### config.mk
export PLATFORM = sky130hd
export DESIGN_NAME = seq_tx
export DESIGN_NICKNAME = d
export VERILOG_FILES = /design/src/rtl/seq_pkg.sv /design/src/rtl/seq_tx_run_cnt.sv /design/src/rtl/seq_tx.sv
export SDC_FILE = /design/constraint.sdc
export NUM_CORES = 1
export LEC_CHECK = 0
export ABC_AREA = 1
export BUFFER_PORTS_ARGS = -buffer_cell sky130_fd_sc_hd__buf_2
export CORE_ASPECT_RATIO = 1.25
export CORE_MARGIN = 1
export CORE_UTILIZATION = 35
export DETAILED_ROUTE_END_ITERATION = 7
export PLACE_DENSITY_LB_ADDON = 0.3
export SLEW_MARGIN = 40
export SYNTH_ARGS = -nofsm -noshare
export SYNTH_HDL_FRONTEND = slang
export SYNTH_SLANG_ARGS = --single-unit
### constraint.sdc
create_clock -name clk -period 1.7 [get_ports clk]
set_clock_uncertainty 0.1 [all_clocks]
set_input_delay 0.085 -clock clk [delete_from_list [all_inputs] [get_ports clk]]
set_output_delay 0.085 -clock clk [all_outputs]
set_load 0.03 [all_outputs]
### src/rtl/seq_pkg.sv
// Shared definitions for the serial pattern transmitter and its run-detector partner.
package seq_pkg;

    typedef enum logic {
        IDLE  = 1'b0,
        SHIFT = 1'b1
    } state_t;

    localparam int RUN_LEN = 4;
    localparam int RUN_W   = $clog2(RUN_LEN + 1);

endpackage

### src/rtl/seq_tx_run_cnt.sv
// Saturating run-length counter over the emitted bit stream, with the previous-bit register.
module run_cnt
    import seq_pkg::*;
(
    input  logic             clk,
    input  logic             rst,
    input  logic             strobe_i,
    input  logic             bit_i,
    input  logic             clr_i,
    output logic             run4_o,
    output logic [RUN_W-1:0] count_o
);

    logic [RUN_W-1:0] count_q, count_d;
    logic             prev_q, prev_d;

    always_comb begin
        count_d = count_q;
        prev_d  = prev_q;
        if (clr_i) begin
            count_d = '0;
        end else if (strobe_i) begin
            // A zero count means no history yet, so the first bit after IDLE always starts a new run.
            if ((bit_i == prev_q) && (count_q != '0)) begin
                count_d = (count_q == RUN_W'(RUN_LEN)) ? count_q : count_q + 1'b1;
            end else begin
                count_d = RUN_W'(1);
            end
            prev_d = bit_i;
        end
    end

    always_ff @(posedge clk or posedge rst) begin
        if (rst) begin
            count_q <= '0;
            prev_q  <= 1'b0;
        end else begin
            count_q <= count_d;
            prev_q  <= prev_d;
        end
    end

    assign run4_o  = (count_q == RUN_W'(RUN_LEN));
    assign count_o = count_q;

endmodule

### src/rtl/seq_tx.sv
// Serial transmitter: parallel words in over valid/ready, shifted out MSB-first with a
// programmable bit period, plus a flag for four identical consecutive output bits.
module seq_tx
    import seq_pkg::*;
#(
    parameter int DW    = 8,
    parameter int DIV_W = 4
) (
    input  logic             clk,
    input  logic             rst,
    input  logic [DIV_W-1:0] div,
    input  logic [DW-1:0]    in_data,
    input  logic             in_valid,
    output logic             in_ready,
    output logic             dout,
    output logic             dout_en,
    output logic             bit_strobe,
    output logic             busy,
    output logic             run4
);

    localparam int BCW = $clog2(DW);

    state_t           state_q, state_d;
    logic [DW-1:0]    shreg_q, shreg_d;
    logic [BCW-1:0]   bitcnt_q, bitcnt_d;
    logic [DIV_W-1:0] percnt_q, percnt_d;
    logic [DIV_W-1:0] div_q, div_d;

    logic             in_shift;
    logic             last_cycle;
    logic             last_bit;
    logic             accept;
    logic             bit_adv;
    logic             run_strobe;
    logic             run_bit;
    logic             run_clr;
    logic             run4_w;
    logic [RUN_W-1:0] run_count;

    assign in_shift   = (state_q == SHIFT);
    assign last_cycle = in_shift && (percnt_q == div_q);
    assign last_bit   = last_cycle && (bitcnt_q == '0);
    assign bit_adv    = last_cycle && (bitcnt_q != '0);
    assign in_ready   = !in_shift || last_bit;
    assign accept     = in_valid && in_ready;

    always_comb begin
        state_d  = state_q;
        shreg_d  = shreg_q;
        bitcnt_d = bitcnt_q;
        percnt_d = percnt_q;
        div_d    = div_q;
        if (accept) begin
            state_d  = SHIFT;
            shreg_d  = in_data;
            div_d    = div;
            bitcnt_d = BCW'(DW - 1);
            percnt_d = '0;
        end else if (in_shift) begin
            if (last_cycle) begin
                percnt_d = '0;
                if (last_bit) begin
                    state_d = IDLE;
                end else begin
                    shreg_d  = shreg_q << 1;
                    bitcnt_d = bitcnt_q - 1'b1;
                end
            end else begin
                percnt_d = percnt_q + 1'b1;
            end
        end
    end

    always_ff @(posedge clk or posedge rst) begin
        if (rst) begin
            state_q  <= IDLE;
            shreg_q  <= '0;
            bitcnt_q <= '0;
            percnt_q <= '0;
            div_q    <= '0;
        end else begin
            state_q  <= state_d;
            shreg_q  <= shreg_d;
            bitcnt_q <= bitcnt_d;
            percnt_q <= percnt_d;
            div_q    <= div_d;
        end
    end

    assign dout       = in_shift && shreg_q[DW-1];
    assign dout_en    = in_shift;
    assign busy       = in_shift;
    assign bit_strobe = in_shift && (percnt_q == '0);

    // The run counter sees each bit on the edge that puts it on dout, so run4 lines up with bit_strobe.
    assign run_strobe = accept || bit_adv;
    assign run_bit    = accept ? in_data[DW-1] : shreg_q[DW-2];
    assign run_clr    = last_bit && !accept && (run_count != '0);

    run_cnt u_run_cnt (
        .clk      (clk),
        .rst      (rst),
        .strobe_i (run_strobe),
        .bit_i    (run_bit),
        .clr_i    (run_clr),
        .run4_o   (run4_w),
        .count_o  (run_count)
    );

    assign run4 = run4_w;

endmodule

==> run_results.csv, run 1 <==
group,metric,value,unit
status,status,"finished with violations",
status,violations,"setup timing",
floorplan,start_util,36.5,%
pwr,internal_power,0.00207,W
pwr,peakVddDrop,0.000740,V
finish,final_net_count,248,
pwr,power_frac_comb,60.4,%
synthesis,synth_nets,186,
sta,rsz0062_at_grt,"true",
clocking,clk_pin_slew_worst_paths,0.08,ns
global_routing,gr-total-overflow,0,
floorplan,rows,25,
pwr,powerDensity,1760,mW/mm²
floorplan,die_x,58.2,µm
pwr,p_sw,0.00157,W
run,maxCapViolCount,0,
synthesis,synth_cells,165,
finish,most-common-layout-cells,"nand2_1, buf_4, dfrtp_1, buf_2, inv_1",
global_routing,track_usage,15.4,%
routing,viasPerCell,4.55,
finish,regArea,602,µm²
synthesis,synth_warnings,0,
sta,timing.final.crit_share,106,%
worst_setup_path,start_kind,"register",
clocking,clock-sinks,24,
sta,worst_pin_slew,0.449,ns
finish,fill_cells,339,
global_routing,antenna_found_initial,0,
floorplan,die_h,72.2,µm
floorplan,dieArea,0.00420,mm²
global_routing,grt_pass1_wl,4.94,mm
worst_setup_path,rrSetupSlack,-0.1,ns
synthesis,syn_area,0.00138,mm²
routing,routed_wl,3.20,mm
placement,hpwl,2.19,mm
routing,drc,0,
sta,hold_viol,0,
pwr,power,0.00365,W
pwr,power_frac_seq,29.0,%
sta,min_period,1.80,ns
pwr,pwr-share-clk,10.5,%
worst_setup_path,crit_path_max_fanout,7,
floorplan,num_io_pins,21,
min_path,hold_path_class,"input port to register",
routing,dr.first_iter.drc_count,27,
synthesis,synth.avg_cell_area,8.37,µm²
routing,vias,1275,
finish,area_growth,50.0,%
sta,slew_headroom,70.0,%
synthesis,synthDistinctLibCells,29,
worst_setup_path,crit_path_end_kind,"register",
placement,place_ws,-0.106,ns
global_routing,grt_max_degree,18,
pwr,switching_share,43.1,%
synthesis,ys_seq_elements,24,
routing,wl_per_cell,11.4,µm
global_routing,grt_pass1_vias,1204,
placement,place_congestion,0.816,
finish,layout_commonest_cell,"nand2_1",
routing,drtPass1Iterations,4,
floorplan,core_area,0.00378,mm²
synthesis,ys_seq_area_share,43.5,%
sta,max_freq,556,MHz
clocking,cts_tree,"yes",
sta,worst_slack,-0.0989,ns
placement,io_buffer_count,20,
pwr,power_leakage,1.04,nW
worst_setup_path,required,1.79,ns
sta,maxSlewViolCount,0,
worst_setup_path,path_class,"register to register",
finish,drive_gt1_share,43.4,%
clocking,cts_htree_levels,1,
sta,setup_viol,17,
sta,whs,0.163,ns
finish,antenna_cells,0,
finish,multi_input_area,732,µm²
clocking,cts-root-buf,"clkbuf_8",
clocking,clkLatencyLatePin,0.26,ns
worst_setup_path,cp.arrival,1.88,ns
routing,detail-route-antenna-nets,0,
clocking,numCtsBuffers,3,
clocking,clk_path_buf_depth,2,
area by class of cell:
type / count / area share [%]
tap: 54 / 3.26
multi-input combinational: 107 / 35.3
inverter: 29 / 6.16
timing repair inverter: 1 / 0.785
clock buffer: 4 / 2.66
sequential: 24 / 29.0
timing repair buffer: 61 / 22.8
final timing paths:
path / startpoint / to / depth (start not counted)
worst min-delay path: in_valid / percnt_q[0] / 4
min in group asynchronous: rst / div_q[3] / 3
worst max register to register: div_q[1] / shreg_q[5] / 10
worst max-delay path: div_q[1] / shreg_q[5] / 10
max in group asynchronous: rst / u_run_cnt.count_o[0] / 4
worst min register to register: shreg_q[7] / shreg_q[7] / 2
cell usage after synthesis (all sizes together):
master,instances,share of area (%)
a2bb2oi,5,3.6
inv,28,7.6
ha,6,5.4
a22o,1,0.63
o21ai,10,4.4
nand2,44,13
dfrtp,24,43
nand4,3,1.4
buf,5,3.5
nor3,1,0.36
a21oi,10,3.9
xnor2,1,0.63
xor2,2,1.3
clkinv,1,0.63
nor2,11,3.4
nand3,10,4.3
o21bai,1,1.4
a22oi,1,0.54
nor4,1,0.45
per-stage QoR:
stage / util, % / setup TNS [ns] / area, µm² / cells
floorplan: - / -0.916 / 1400 / 165
global placement: 44.8 / -0.561 / 1700 / 256
detailed placement: 44.8 / -0.674 / 1700 / 256
CTS: 50.6 / -0.791 / 1920 / 274
global route: 54.7 / -3.26 / 2070 / 280
finish: 54.7 / -1.02 / 2070 / 280
sequential cells by signal (all words and copies together), names as in the netlist:
name,flops
percnt_q,4
shreg_q,8
bitcnt_q,3
u_run_cnt.prev_q,1
busy,1
div_q,4
u_run_cnt.count_o,3
power groups by stage:
stage,Clock (W),Combinational (W),Sequential [W]
floorplan,0,0.00131,0.00104
global placement,0,0.00185,0.00104
detailed placement,0,0.00189,0.00105
CTS,0.000395,0.00199,0.00105
global route,0.000420,0.00244,0.00109
finish,0.000383,0.00221,0.00106
logic make-up after synthesis:
| family | after synthesis | synth area share [%] |
|---|---|---|
| and+or+nand+nor | 70 | 22.9 |
| buffers and inverters | 34 | 11.8 |
| AOI/OAI and AO/OA | 28 | 14.5 |
| DFF | 24 | 43.5 |
| xor gates and xnor gates | 3 | 1.90 |
| adders and majority gates | 6 | 5.43 |
layer usage:
layer	vias up	track usage (%)	part of all wire (%)	wire length [µm]
met2	25	29.4	52	1660
met5	-	0	0	0
met3	8	2.67	2.2	70
met1	597	16.1	43	1380
met4	0	6.88	2.7	85
li1	645	-	-	-
what timing repair did:
item                                   4_1_cts  5_1_grt
pin swaps                                    3       14
endpoints found under the hold margin       22        0
resized for setup                            9       28
setup endpoints to repair                   16       20
buffers inserted                             2        5
gates cloned                                 0        1
hold buffers                                12        0
worst max-delay path, stage by stage, from the launching register on:
cell,delay [ns]
dfrtp_1,0.39
inv_2,0.06
nand2_1,0.07
nand2_1,0.06
nor2_2,0.11
nand2_2,0.09
o21bai_4,0.20
nand2_4,0.13
o21ai_4,0.13
buf_4,0.20
a2bb2oi_1,0.18
(Power assumes the default switching activity.)
==> run 2: changes to the inputs <==
- SYNTH_HIERARCHICAL: default -> 1
==> run 2 against run 1 <==
  * The flow still finishes with violations (setup timing)
  * Worst setup slack worse by 0.11 ns
  * Combinational power decreased by 19%
  * Sequential power fell by 6%
  * Count of clock-buffer cells in the layout unchanged
  * Highest routed layer unchanged
  * Design area increased by 3.4%
  * Final cell count grew 14%
  * Clock power up 5%
  * Die area grew 6.1%
  * Flip-flop and latch count stayed put
  * Synthesized cell count up 24%
==> run_results.csv, run 2 <==
group,metric,value,unit
status,status,"finished with violations",
status,violations,"setup timing",
sta,min_period,1.91,ns
worst_setup_path,crit_top_cell,"nand2_2",
global_routing,grt_pass1_wl,5.59,mm
sta,maxSlewViolCount,0,
routing,drc,0,
floorplan,core_area,0.00391,mm²
synthesis,yosysTopAreaCell,"dfrtp_1",
sta,setup_viol,14,
clocking,clk_pin_slew_worst_paths,0.09,ns
synthesis,synthArstFlopShare,100,%
finish,reg_top3,"shreg_q x8, div_q x4, percnt_q x4",
clocking,numCtsBuffers,3,
worst_setup_path,cp.arrival,1.98,ns
placement,place_ws,-0.223,ns
finish,top_register,"shreg_q",
worst_setup_path,path_class,"register to register",
synthesis,synth_nets,225,
finish,antenna_cells,0,
clocking,clkLatencyLatePin,0.27,ns
floorplan,die_x,59.9,µm
finish,final_util,54.8,%
routing,vias,1428,
min_path,hold_path_class,"input port to register",
clocking,clk_path_buf_depth,2,
global_routing,gr-total-overflow,0,
placement,io_buffer_count,20,
synthesis,synth_common_cells,"nand2_1, inv_1, dfrtp_1",
sta,slew_headroom,81.1,%
floorplan,rows,25,
sta,hold_viol,0,
pwr,p_sw,0.00133,W
global_routing,track_usage,17.1,%
clocking,cts-root-buf,"clkbuf_8",
sta,max_freq,524,MHz
finish,drive_gt1_share,39.8,%
floorplan,num_io_pins,21,
sta,worst_slack,-0.207,ns
synthesis,synth_edf_count,0,
floorplan,start_util,37.6,%
worst_setup_path,path_cells,"inv_2 > nand2_2 > nand2_2 > nor2_4 > nand2_2 > o21bai_4 > nand2_4 > nand2_2 > buf_6 > buf_4 > buf_4 > buf_4 > buf_4 > nand3_2 > nand2_2",
finish,most-common-layout-cells,"nand2_1, inv_1, buf_4, dfrtp_1, buf_2",
worst_setup_path,cp_num_buf_inv,6,
sta,timing.final.crit_share,112,%
synthesis,synth_warnings,6,
pwr,power_frac_seq,31.4,%
worst_setup_path,required,1.77,ns
pwr,powerDensity,1490,mW/mm²
worst_setup_path,slowest_delay,0.42,ns
pwr,power_leakage,1.18,nW
synthesis,synth.avg_cell_area,7.20,µm²
finish,layout_commonest_cell,"nand2_1",
routing,routed_wl,3.59,mm
sta,worst_pin_slew,0.282,ns
floorplan,dieArea,0.00446,mm²
synthesis,synthDistinctLibCells,24,
synthesis,synthFlopType,"dfrtp_1",
pwr,internal_power,0.00186,W
worst_setup_path,crit_path_max_fanout,4,
worst_setup_path,start_kind,"register",
pwr,pwr-share-clk,12.6,%
clocking,cts_htree_levels,1,
synthesis,synth.most_common_cell,"nand2_1",
worst_setup_path,cp_top_family,"buffers and inverters",
pwr,peakVddDrop,0.000680,V
synthesis,ys_seq_area_share,40.9,%
finish,final_net_count,288,
worst_setup_path,cp_slowest_cell,"dfrtp_1",
synthesis,ys_seq_elements,24,
routing,drtPass1Iterations,4,
pwr,power_frac_comb,56.0,%
global_routing,antenna_found_initial,0,
routing,dr.first_iter.drc_count,30,
routing,viasPerCell,4.46,
synthesis,syn_area,0.00147,mm²
routing,detail-route-antenna-nets,0,
synthesis,synth_area_leaders,"dfrtp_1, nand2_1, inv_1, nand3_1, ha_1",
placement,hpwl,2.27,mm
clocking,cts_tree,"yes",
global_routing,grt_pass1_vias,1375,
placement,place_congestion,0.795,
finish,area_growth,45.9,%
synthesis,synth_top_area_share,40.9,%
finish,fill_cells,394,
synthesis,synth_cells,204,
pwr,switching_share,41.6,%
floorplan,die_h,74.4,µm
run,maxCapViolCount,0,
clocking,clock-sinks,24,
global_routing,grt_max_degree,21,
worst_setup_path,crit_path_end_kind,"register",
routing,wl_per_cell,11.2,µm
sta,rsz0062_at_grt,"true",
finish,largest_reg_flops,8,
-- run 2: cell types whose count changed after synthesis, sizes merged, moves of 2 or more --
| cell | change |
|---|---|
| nand2 | +25 |
| inv | +17 |
| nand3 | +12 |
| a21oi | -8 |
| a2bb2oi | -5 |
| o21ai | -3 |
| buf | -2 |
| nand4 | +2 |
-- run 2: repair_timing --
action	CTS	global route
buffers inserted	10	4
gates resized for setup	11	31
endpoints found under the hold margin	29	0
pin swaps	9	15
gates cloned	1	1
endpoints found under the setup margin	19	24
hold buffers	6	0
-- run 2: per-layer routing --
metal / track usage [%] / part of all wire (%) / vias up
met4: 7.75 / 2.5 / 0
met3: 2.26 / 1.6 / 8
li1: - / - / 744
met5: 0 / 0 / -
met1: 17.7 / 42 / 656
met2: 33.2 / 54 / 20
-- run 2: cells by family after synthesis --
logic type | after synthesis | share of synthesized area, %
buf+inv | 50 | 14.1
xor+xnor | 4 | 2.39
simple gates | 109 | 32.8
fa+ha+maj | 6 | 5.11
compound gates | 11 | 4.77
flops | 24 | 40.9
-- run 2: worst reg2reg max path: stages (launching register included) --
cell	delay (ns)
dfrtp_1	0.42
inv_2	0.08
nand2_2	0.05
nand2_2	0.08
nor2_4	0.04
nand2_2	0.08
o21bai_4	0.11
nand2_4	0.08
nand2_2	0.06
buf_6	0.11
buf_4	0.12
buf_4	0.12
buf_4	0.13
buf_4	0.12
nand3_2	0.06
nand2_2	0.05
-- run 2: layout make-up --
type                    instances  area [µm²]  area share [%]
multi-input cells             131         792            37.0
flip-flops and latches         24         602            28.1
repair buffers                 60         440            20.5
inverters                      46         178            8.29
well taps                      54        67.6            3.15
clock buffers                   4        55.1            2.57
repair inverters                1        8.76           0.409
-- run 2: power by group through the flow --
stage | Combinational (W) | Clock, W | Sequential, W
after detailed placement | 0.00143 | 0 | 0.000998
after floorplan | 0.000965 | 0 | 0.000979
after CTS | 0.00159 | 0.000408 | 0.000990
after global routing | 0.00200 | 0.000437 | 0.00103
final | 0.00179 | 0.000402 | 0.00100
after global placement | 0.00140 | 0 | 0.000992
-- run 2: final timing paths --
kind / endpoint / cells past startpoint / slack (ns) / from
min: shreg_q[4] / 5 / 0.04 / in_data[4]
max reg2reg: shreg_q[7] / 15 / -0.21 / percnt_q[0]
max in group asynchronous: busy / 4 / 0.97 / rst
min reg2reg: shreg_q[2] / 2 / 0.38 / shreg_q[2]
min in group asynchronous: u_run_cnt/count_o[1] / 3 / 0.13 / rst
max: shreg_q[7] / 15 / -0.21 / percnt_q[0]
-- run 2: stage by stage --
stage	cell area, µm²	setup TNS, ns	power (W)	cells	hold WS [ns]
floorplan	1500	-1.09	0.00194	204	-0.249
global placement	1800	-0.972	0.00240	297	-0.114
detailed placement	1800	-1.21	0.00243	297	-0.116
CTS	2040	-0.747	0.00299	318	0.0322
global route	2140	-3.15	0.00346	320	0.0546
finish	2140	-1.69	0.00319	320	0.0362
